`src/rtl/geofence_pkg.sv`:
```
// Shared types and helpers for the geofence controller: FSM state encoding,
// slot-index width sizing and the wrap-around edge successor.
package geofence_pkg;

  typedef enum logic [1:0] {
    LOAD = 2'd0,
    SORT = 2'd1,
    TEST = 2'd2,
    DONE = 2'd3
  } state_t;

  // Smallest width w with 2**w > n, so slots 0..n are all addressable.
  function automatic int idx_w(input int n);
    return $clog2(n + 1);
  endfunction

  // The last fence edge closes the polygon back to vertex 1.
  function automatic int next_edge(input int e, input int n);
    return (e == n) ? 1 : e + 1;
  endfunction

endpackage

```
`src/rtl/geofence_bubble_seq.sv`:
```
// Bubble-sort sequencer over slots 2..N_FENCE: one compare per enabled cycle,
// optional early exit after a clean pass; sort_done is combinational with the last compare.
module geofence_bubble_seq
  import geofence_pkg::*;
#(
  parameter int N_FENCE    = 6,
  parameter int EARLY_EXIT = 1,
  parameter int IDX_W      = 4
) (
  input  logic             clk,
  input  logic             reset,
  input  logic             start,
  input  logic             en,
  input  logic             swapped,
  output logic [IDX_W-1:0] p1,
  output logic [IDX_W-1:0] p2,
  output logic             sort_done
);

  localparam logic [IDX_W-1:0] LAST_PASS = IDX_W'(N_FENCE - 3);
  localparam logic [IDX_W-1:0] LAST_J0   = IDX_W'(N_FENCE - 1);
  localparam logic [IDX_W-1:0] FIRST_J   = IDX_W'(2);

  logic [IDX_W-1:0] pass_cnt;
  logic [IDX_W-1:0] j;
  logic             swap_seen;
  logic             pass_end;
  logic             any_swap;

  // The swapped flag of the final compare must count toward the early-exit decision.
  assign any_swap  = swap_seen | swapped;
  assign pass_end  = (j == (LAST_J0 - pass_cnt));
  assign sort_done = en & pass_end &
                     ((pass_cnt == LAST_PASS) | ((EARLY_EXIT != 0) & ~any_swap));

  assign p1 = j;
  assign p2 = j + 1'b1;

  always_ff @(posedge clk or negedge reset) begin
    if (!reset) begin
      pass_cnt  <= '0;
      j         <= '0;
      swap_seen <= 1'b0;
    end else if (start) begin
      pass_cnt  <= '0;
      j         <= FIRST_J;
      swap_seen <= 1'b0;
    end else if (en) begin
      if (pass_end) begin
        pass_cnt  <= pass_cnt + 1'b1;
        j         <= FIRST_J;
        swap_seen <= 1'b0;
      end else begin
        j         <= j + 1'b1;
        swap_seen <= any_swap;
      end
    end
  end

endmodule

```
`src/rtl/geofence_ctrl_param.sv`:
```
// Geofence control FSM: load target+fence, angular sort, per-edge inside test, result strobe.
// Loading stalls on in_valid; valid/is_inside appear one cycle after DONE (first LOAD cycle).
module geofence_ctrl_param
  import geofence_pkg::*;
#(
  parameter int N_FENCE    = 6,
  parameter int EARLY_EXIT = 1,
  parameter int IDX_W      = 4
) (
  input  logic             clk,
  input  logic             reset,
  input  logic             in_valid,
  input  logic             swapped,
  input  logic             outside,
  output logic             load,
  output logic [IDX_W-1:0] load_idx,
  output logic             bdctrl,
  output logic [IDX_W-1:0] p1,
  output logic [IDX_W-1:0] p2,
  output logic             busy,
  output logic             valid,
  output logic             is_inside
);

  localparam logic [IDX_W-1:0] N_L = IDX_W'(N_FENCE);

  state_t           state, state_nxt;
  logic [IDX_W-1:0] load_cnt;
  logic [IDX_W-1:0] edge_cnt;
  logic [IDX_W-1:0] seq_p1, seq_p2;
  logic             res_q;
  logic             sort_start;
  logic             sort_done;

  assign sort_start = (state == LOAD) && in_valid && (load_cnt == N_L);

  geofence_bubble_seq #(
    .N_FENCE   (N_FENCE),
    .EARLY_EXIT(EARLY_EXIT),
    .IDX_W     (IDX_W)
  ) u_seq (
    .clk      (clk),
    .reset    (reset),
    .start    (sort_start),
    .en       (bdctrl),
    .swapped  (swapped),
    .p1       (seq_p1),
    .p2       (seq_p2),
    .sort_done(sort_done)
  );

  always_ff @(posedge clk or negedge reset) begin
    if (!reset) state <= LOAD;
    else        state <= state_nxt;
  end

  always_comb begin
    state_nxt = state;
    load      = 1'b0;
    load_idx  = '0;
    bdctrl    = 1'b0;
    busy      = 1'b0;
    p1        = IDX_W'(1);
    p2        = IDX_W'(2);
    case (state)
      LOAD: begin
        load     = 1'b1;
        load_idx = load_cnt;
        if (sort_start) state_nxt = SORT;
      end
      SORT: begin
        bdctrl = 1'b1;
        busy   = 1'b1;
        p1     = seq_p1;
        p2     = seq_p2;
        if (sort_done) state_nxt = TEST;
      end
      TEST: begin
        busy = 1'b1;
        p1   = edge_cnt;
        p2   = IDX_W'(next_edge(int'(edge_cnt), N_FENCE));
        if (outside || (edge_cnt == N_L)) state_nxt = DONE;
      end
      DONE:    state_nxt = LOAD;
      default: state_nxt = LOAD;
    endcase
  end

  // Result registers drop to zero every cycle except the one following DONE.
  always_ff @(posedge clk or negedge reset) begin
    if (!reset) begin
      load_cnt  <= '0;
      edge_cnt  <= '0;
      res_q     <= 1'b0;
      valid     <= 1'b0;
      is_inside <= 1'b0;
    end else begin
      valid     <= 1'b0;
      is_inside <= 1'b0;
      case (state)
        LOAD: if (in_valid) load_cnt <= (load_cnt == N_L) ? '0 : load_cnt + 1'b1;
        SORT: if (sort_done) edge_cnt <= IDX_W'(1);
        TEST: begin
          if (outside)               res_q    <= 1'b0;
          else if (edge_cnt == N_L)  res_q    <= 1'b1;
          else                       edge_cnt <= edge_cnt + 1'b1;
        end
        DONE: begin
          valid     <= 1'b1;
          is_inside <= res_q;
          load_cnt  <= '0;
          edge_cnt  <= '0;
        end
        default: ;
      endcase
    end
  end

endmodule
```
`config.mk`:
```
export PLATFORM = sky130hd
export DESIGN_NAME = geofence_ctrl_param
export DESIGN_NICKNAME = d
export VERILOG_FILES = /design/src/rtl/geofence_pkg.sv /design/src/rtl/geofence_bubble_seq.sv /design/src/rtl/geofence_ctrl_param.sv
export SDC_FILE = /design/constraint.sdc
export NUM_CORES = 1
export LEC_CHECK = 0
export CORE_MARGIN = 10
export CORE_UTILIZATION = 55
export CTS_BUF_LIST = sky130_fd_sc_hd__clkbuf_4
export CTS_CLUSTER_SIZE = 24
export DETAILED_ROUTE_END_ITERATION = 12
export GPL_TIMING_DRIVEN = 0
export PLACE_DENSITY_LB_ADDON = 0.2
export SLEW_MARGIN = 40
export SYNTH_ARGS = -nofsm -noshare
export SYNTH_HDL_FRONTEND = slang
export SYNTH_SLANG_ARGS = --single-unit
```
`constraint.sdc`:
```
create_clock -name clk -period 2.8 [get_ports clk]
set_input_delay 0.7 -clock clk [delete_from_list [all_inputs] [get_ports clk]]
set_output_delay 0.7 -clock clk [all_outputs]
set_load 0.02 [all_outputs]
```
== Word-level counts from Yosys, hierarchy flattened ==
Cells that the tools add are included.
Word-level totals
  bits in registers: 22
  input port bits: 5
  output and inout port bits: 17
Cells by class
  add/subtract/negate cells: 6
  equality and inequality tests: 14
  muxes and demuxes: 31
  bitwise logic cells: 5
  reduce and logical (&&, ||, !) cells: 15
Operator list (number)
  $mux W4: 13
  $pmux W4 S2: 3
  $add A4 B1 Y4 const B: 5
  $ne A2 B2 Y1 const B: 6
  $pmux W4 S3: 1
  $mux W1: 10
  $eq A4 B3 Y1 const B: 2
  $pmux W2 S4: 1
  $reduce_bool A2 Y1: 4
  $mux W2: 3
  $reduce_and A2 Y1: 3
  $eq A2 B2 Y1 const B: 2
  $eq A4 B2 Y1 const B: 1
  $eq A4 B4 Y1: 1
  $eq A4 B4 Y1 const B: 1
  $reduce_and A4 Y1: 1
  $sub A3 B4 Y4 const A: 1
  $reduce_and A3 Y1: 1
  $reduce_bool A3 Y1: 1
  $and A1 B1 Y1: 2
  $eq A2 B1 Y1 const B: 1
  $logic_and A1 B1 Y1: 2
  $logic_not A2 Y1: 1
  $or A1 B1 Y1: 2
  other kinds (3): 3

== Longest topological paths before layout ==
  depth after elaboration: 6
  gate-level depth with buffers: 8
  gate-level depth less buffers: 6

== By module ==
Synthesis repeated with hierarchy kept, for this count alone.
Unflattened totals
  cell total of the unflattened synthesis: 164
  area total of the unflattened synthesis: 1506.4 um2
By module, submodules not included
  geofence_ctrl_param: instances 1, cells an instance 104, area each 939.7 um2
  geofence_bubble_seq: instances 1, cells an instance 60, area each 566.8 um2

== Least setup slack after synthesis ==
No wires, ideal clock.
  path kind: register to output
  start point: register state[1]
  end point: output port p2[3]
  arrival: 1.744 ns
  required time: 2.100 ns
  slack: 0.356 ns
  stages on the path, launching flop included: 7
  cells stage by stage: dfrtp_1 -> inv_1 -> ha_1 -> clkbuf_1 -> clkbuf_1 -> nand2_1 -> a21oi_1
Between the ends
  word-level cells in the longest chain between the ends: 2
Ends and longest elaborated chain
  start, declared: line geofence_ctrl_param.sv:27  | state_t state, state_nxt;
  start signal, assigned: line geofence_ctrl_param.sv:54  | else state <= state_nxt;
  $eq A2 B2 Y1 / $eq A2 B1 Y1 (equally long branches): line geofence_ctrl_param.sv:65  | case (state)
  $pmux W4 S2 (*): line geofence_ctrl_param.sv:65
  end, declared: line geofence_ctrl_param.sv:19  | output logic [IDX_W-1:0] p2,
Mark *: on every way between the ends. The rest lies on a longest branch, timed or not.

== Final worst setup path ==
  start point: register edge_cnt[0]
  end point: output port p2[2]
Between the ends
  word-level cells in the longest chain between the ends: 3
Ends and longest elaborated chain
  start, declared: line geofence_ctrl_param.sv:29  | logic [IDX_W-1:0] edge_cnt;
  start signal, assigned: line geofence_ctrl_param.sv:106  | else edge_cnt <= edge_cnt + 1'b1;
  $add A4 B1 Y4 / $eq A4 B4 Y1 (equally long branches): line geofence_pkg.sv:19  | return (e == n) ? 1 : e + 1;
  $mux W4 (*): line geofence_pkg.sv:19
  $pmux W4 S2 (*): line geofence_ctrl_param.sv:65
Marks and branches as above.

==> results.sh <==
export IMPL_ant_nets=0
export IMPL_dp_hpwl_um=2730
export IMPL_clk_path_buf_depth=2
export IMPL_p_total_w=0.00223
export IMPL_p_int_w=0.00111
export IMPL_numCtsBuffers=3
export IMPL_hp_class="in -> async"
export IMPL_worst_slack_ns=0.0882
export IMPL_wl_met3_um=209
export IMPL_syn_to_final_growth_pct=17.5
export IMPL_netlist_area_um2=1550
export IMPL_syn_avg_cell_area_um2=9.20
export IMPL_drc=0
export IMPL_wl_per_cell_um=16.3
export IMPL_crit_arrival_ns=2.01
export IMPL_combPwrFrac=0.667
export IMPL_critPathRequiredTime_ns=2.10
export IMPL_cp_buffers_inverters=2
export IMPL_die_area_um2=5350
export IMPL_grt_pass1_wl_um=6110
export IMPL_power_switching_w=0.00112
export IMPL_synth_distinct_cells=47
export IMPL_status="completed"
export IMPL_mappedNetlistNets=186
export IMPL_yosys_area_share_adder=0.0966
export IMPL_relSlewSlack=0.674
export IMPL_tightest_slew_ns=0.490
export IMPL_htree_levels=1
export IMPL_io_buffers=20
export IMPL_synth_most_common_cell="dfrtp_1"
export IMPL_yosys_warnings=0
export IMPL_highest_layer="met4"
export IMPL_cts_hold_buffers_added=0
export IMPL_clk_pin_slew_ns=0.13
export IMPL_cts_setup_buffers=0
export IMPL_grt_antenna_before_repair=0
export IMPL_cpMaxStageDelayCell="dfrtp_1"
export IMPL_grt_use_total=0.139
export IMPL_switching_share=0.501
export IMPL_grt_pass1_vias=1338
export IMPL_drt_pass1_iterations=4
export IMPL_core_um2=2730
export IMPL_timing_final_crit_share=0.968
export IMPL_die_x_um=73.2
export IMPL_drtIter0Drc=83
export IMPL_synth_ff_type="dfrtp_1"
export IMPL_critPathTopFamily="simple AND/OR/NAND/NOR gates"
export IMPL_leakage_nw=0.843
export IMPL_ios=22
export IMPL_synth_area_leader_cell="dfrtp_1"
export IMPL_synthArstFlopShare=1.00
export IMPL_synth_edf_count=0
export IMPL_num_vias=1295
export IMPL_placed_cell_area_um2=1790
export IMPL_nNetsFinal=208
export IMPL_maxCapViolations=0
export IMPL_vias_per_cell=5.86
export IMPL_clk_latency_ns=0.31
export IMPL_finalInstanceArea_um2=1830
export IMPL_initial_core_util=0.568
export IMPL_chipHeight_um=73.2
export IMPL_setup_violations_final=0
export IMPL_grt_start_max_net_pins=23
export IMPL_critPathCaptureType="primary output"
export IMPL_cts_tree="done"
export IMPL_route_met2_wl_um=1730
export IMPL_rsz0062_at_grt="no"
export IMPL_pre_cts_ws_ns=-0.165
export IMPL_synth_top_cells_by_count="22 x dfrtp_1, 14 x nor2_1, 13 x a21oi_1"
export IMPL_synth_top_family_by_area="simple AND/OR/NAND/NOR gates"
export IMPL_cts_root_buffer="clkbuf_4"
export IMPL_finalHoldViolCount=0
export IMPL_powerDensity_nw_per_um2=1220
export IMPL_p_seq_frac=0.263
export IMPL_muxShareOfSynthArea=0.0427
export IMPL_skew_ns=0.00210
export IMPL_drive_gt1_frac=0.116
export IMPL_crit_type="reg -> out"
export IMPL_rows=19
export IMPL_synth_top_area_frac=0.354
export IMPL_synthXorXnorAreaFrac=0.0628
export IMPL_yosys_area_share_simple=0.200
export IMPL_slew_viol_final=0
export IMPL_critPathMaxStageDelay_ns=0.46
export IMPL_clock_power_share=0.070
export IMPL_globalRouteOverflowTotal=0
export IMPL_cp_max_fo=5
export IMPL_drt_total_wl_um=3610
export IMPL_wl_met1_um=1640
export IMPL_ys_seq_area_frac=0.354
export IMPL_insertedDiodeCount=0
export IMPL_synth_seq_cells=22
export IMPL_syn_inst=169
export IMPL_ir_drop_v=0.000898
export IMPL_ys_top_cells_by_area="dfrtp_1 35%, ha_1 9.7%, a21oi_1 4.2%"
export IMPL_cts_sinks=22
export IMPL_period_minus_slack_ns=2.71
export IMPL_startpoint_type="flop"
export IMPL_fmaxAchievable_mhz=369
export IMPL_crit_path_cell_trace="inv_1 -> ha_1 -> nand3b_1 -> and2_1 -> a22oi_1 -> nor2_1 -> dlygate4sd2_1"
export IMPL_synth_compound_gate_area_share=0.192
export IMPL_gp_congestion=0.834
[cells by family (layout without fill, tap and decap cells)]
group	after synthesis	after routing
compound gates	42	42
xor+xnor	7	7
fa+ha+maj	12	12
buf+inv	21	42
flops	22	22
mux	6	6
simple gates	59	59
[worst register-to-register path: cells and delay by family, from the launching register on]
| kind | cells | cell delay (ns) |
|---|---|---|
| compound gates | 1 | 0.21 |
| xor+xnor | 1 | 0.46 |
| fa+ha+maj | 1 | 0.24 |
| flops | 1 | 0.46 |
| mux | 1 | 0.32 |
| simple gates | 1 | 0.31 |
[power groups by stage]
stage | clock, W | combinational, W | sequential, W
6_report | 0.000155 | 0.00149 | 0.000587
4_1_cts | 0.000159 | 0.00149 | 0.000584
3_3_place_gp | 0 | 0.00145 | 0.000580
3_5_place_dp | 0 | 0.00149 | 0.000588
5_1_grt | 0.000168 | 0.00164 | 0.000608
2_1_floorplan | 0 | 0.00107 | 0.000561
[layout make-up]
type                       count  area [µm²]
fill                         235         908
buffer                         5        25.0
clock inverter                 1        3.75
clock buffer                   3        22.5
multi-input combinational    126         951
inverter                      13        48.8
sequential                    22         551
tap                           31        38.8
timing repair buffer          20         185
[through the flow]
stage	instances	util	setup TNS, ns	hold WS, ns
after global routing	221	0.668	0	0.355
final	221	0.668	0	0.328
after global placement	220	0.656	-0.793	0.485
after detailed placement	220	0.654	-0.930	0.487
after floorplan	169	-	0	0.404
after CTS	221	0.668	0	0.353
[path summary, 6_finish.rpt]
| kind | startpoint | end | slack [ns] | cells past startpoint |
|---|---|---|---|---|
| worst min register to register | res_q | is_inside | 0.51 | 1 |
| worst max-delay path | edge_cnt[0] | p2[2] | 0.09 | 7 |
| worst min-delay path | reset | edge_cnt[1] | 0.33 | 1 |
| max in group asynchronous | reset | load_cnt[0] | 2.14 | 1 |
| worst max register to register | u_seq.pass_cnt[1] | edge_cnt[1] | 0.70 | 5 |
| min in group clk | res_q | is_inside | 0.51 | 1 |
[registers in the layout, summed over array words and instances, names as in the netlist]
register / count
edge_cnt: 4
u_seq.swap_seen: 1
valid: 1
res_q: 1
u_seq.pass_cnt: 4
is_inside: 1
state: 2
u_seq.p1: 4
load_cnt: 4
[cells in the final DEF, fill, tap and decap left out, types with 3 or more instances in the layout]
cell	instances
o21ai_0	6
inv_1	10
clkdlybuf4s50_1	10
inv_2	3
nand3b_1	3
nand4_1	3
a32o_1	3
and2_1	6
a21oi_1	13
nand2_1	11
ha_1	9
o31ai_1	3
clkbuf_4	4
a22oi_1	4
dfrtp_1	22
nand3_1	6
dlygate4sd2_1	6
mux2i_1	4
nor2_1	14
nor2b_1	3
clkbuf_2	3
[metal layers]
| metal | vias up | track usage |
|---|---|---|
| li1 | 644 | - |
| met1 | 621 | 0.172 |
| met2 | 26 | 0.227 |
| met3 | 4 | 0.0313 |
| met4 | 0 | 0.0549 |
| met5 | - | 0 |
[what timing repair did]
action                                 4_1_cts  5_1_grt
setup endpoints to repair                   12        5
gates resized for setup                     17        5
endpoints found under the hold margin        0        0
Note: power is estimated with default switching activity, not from simulation.
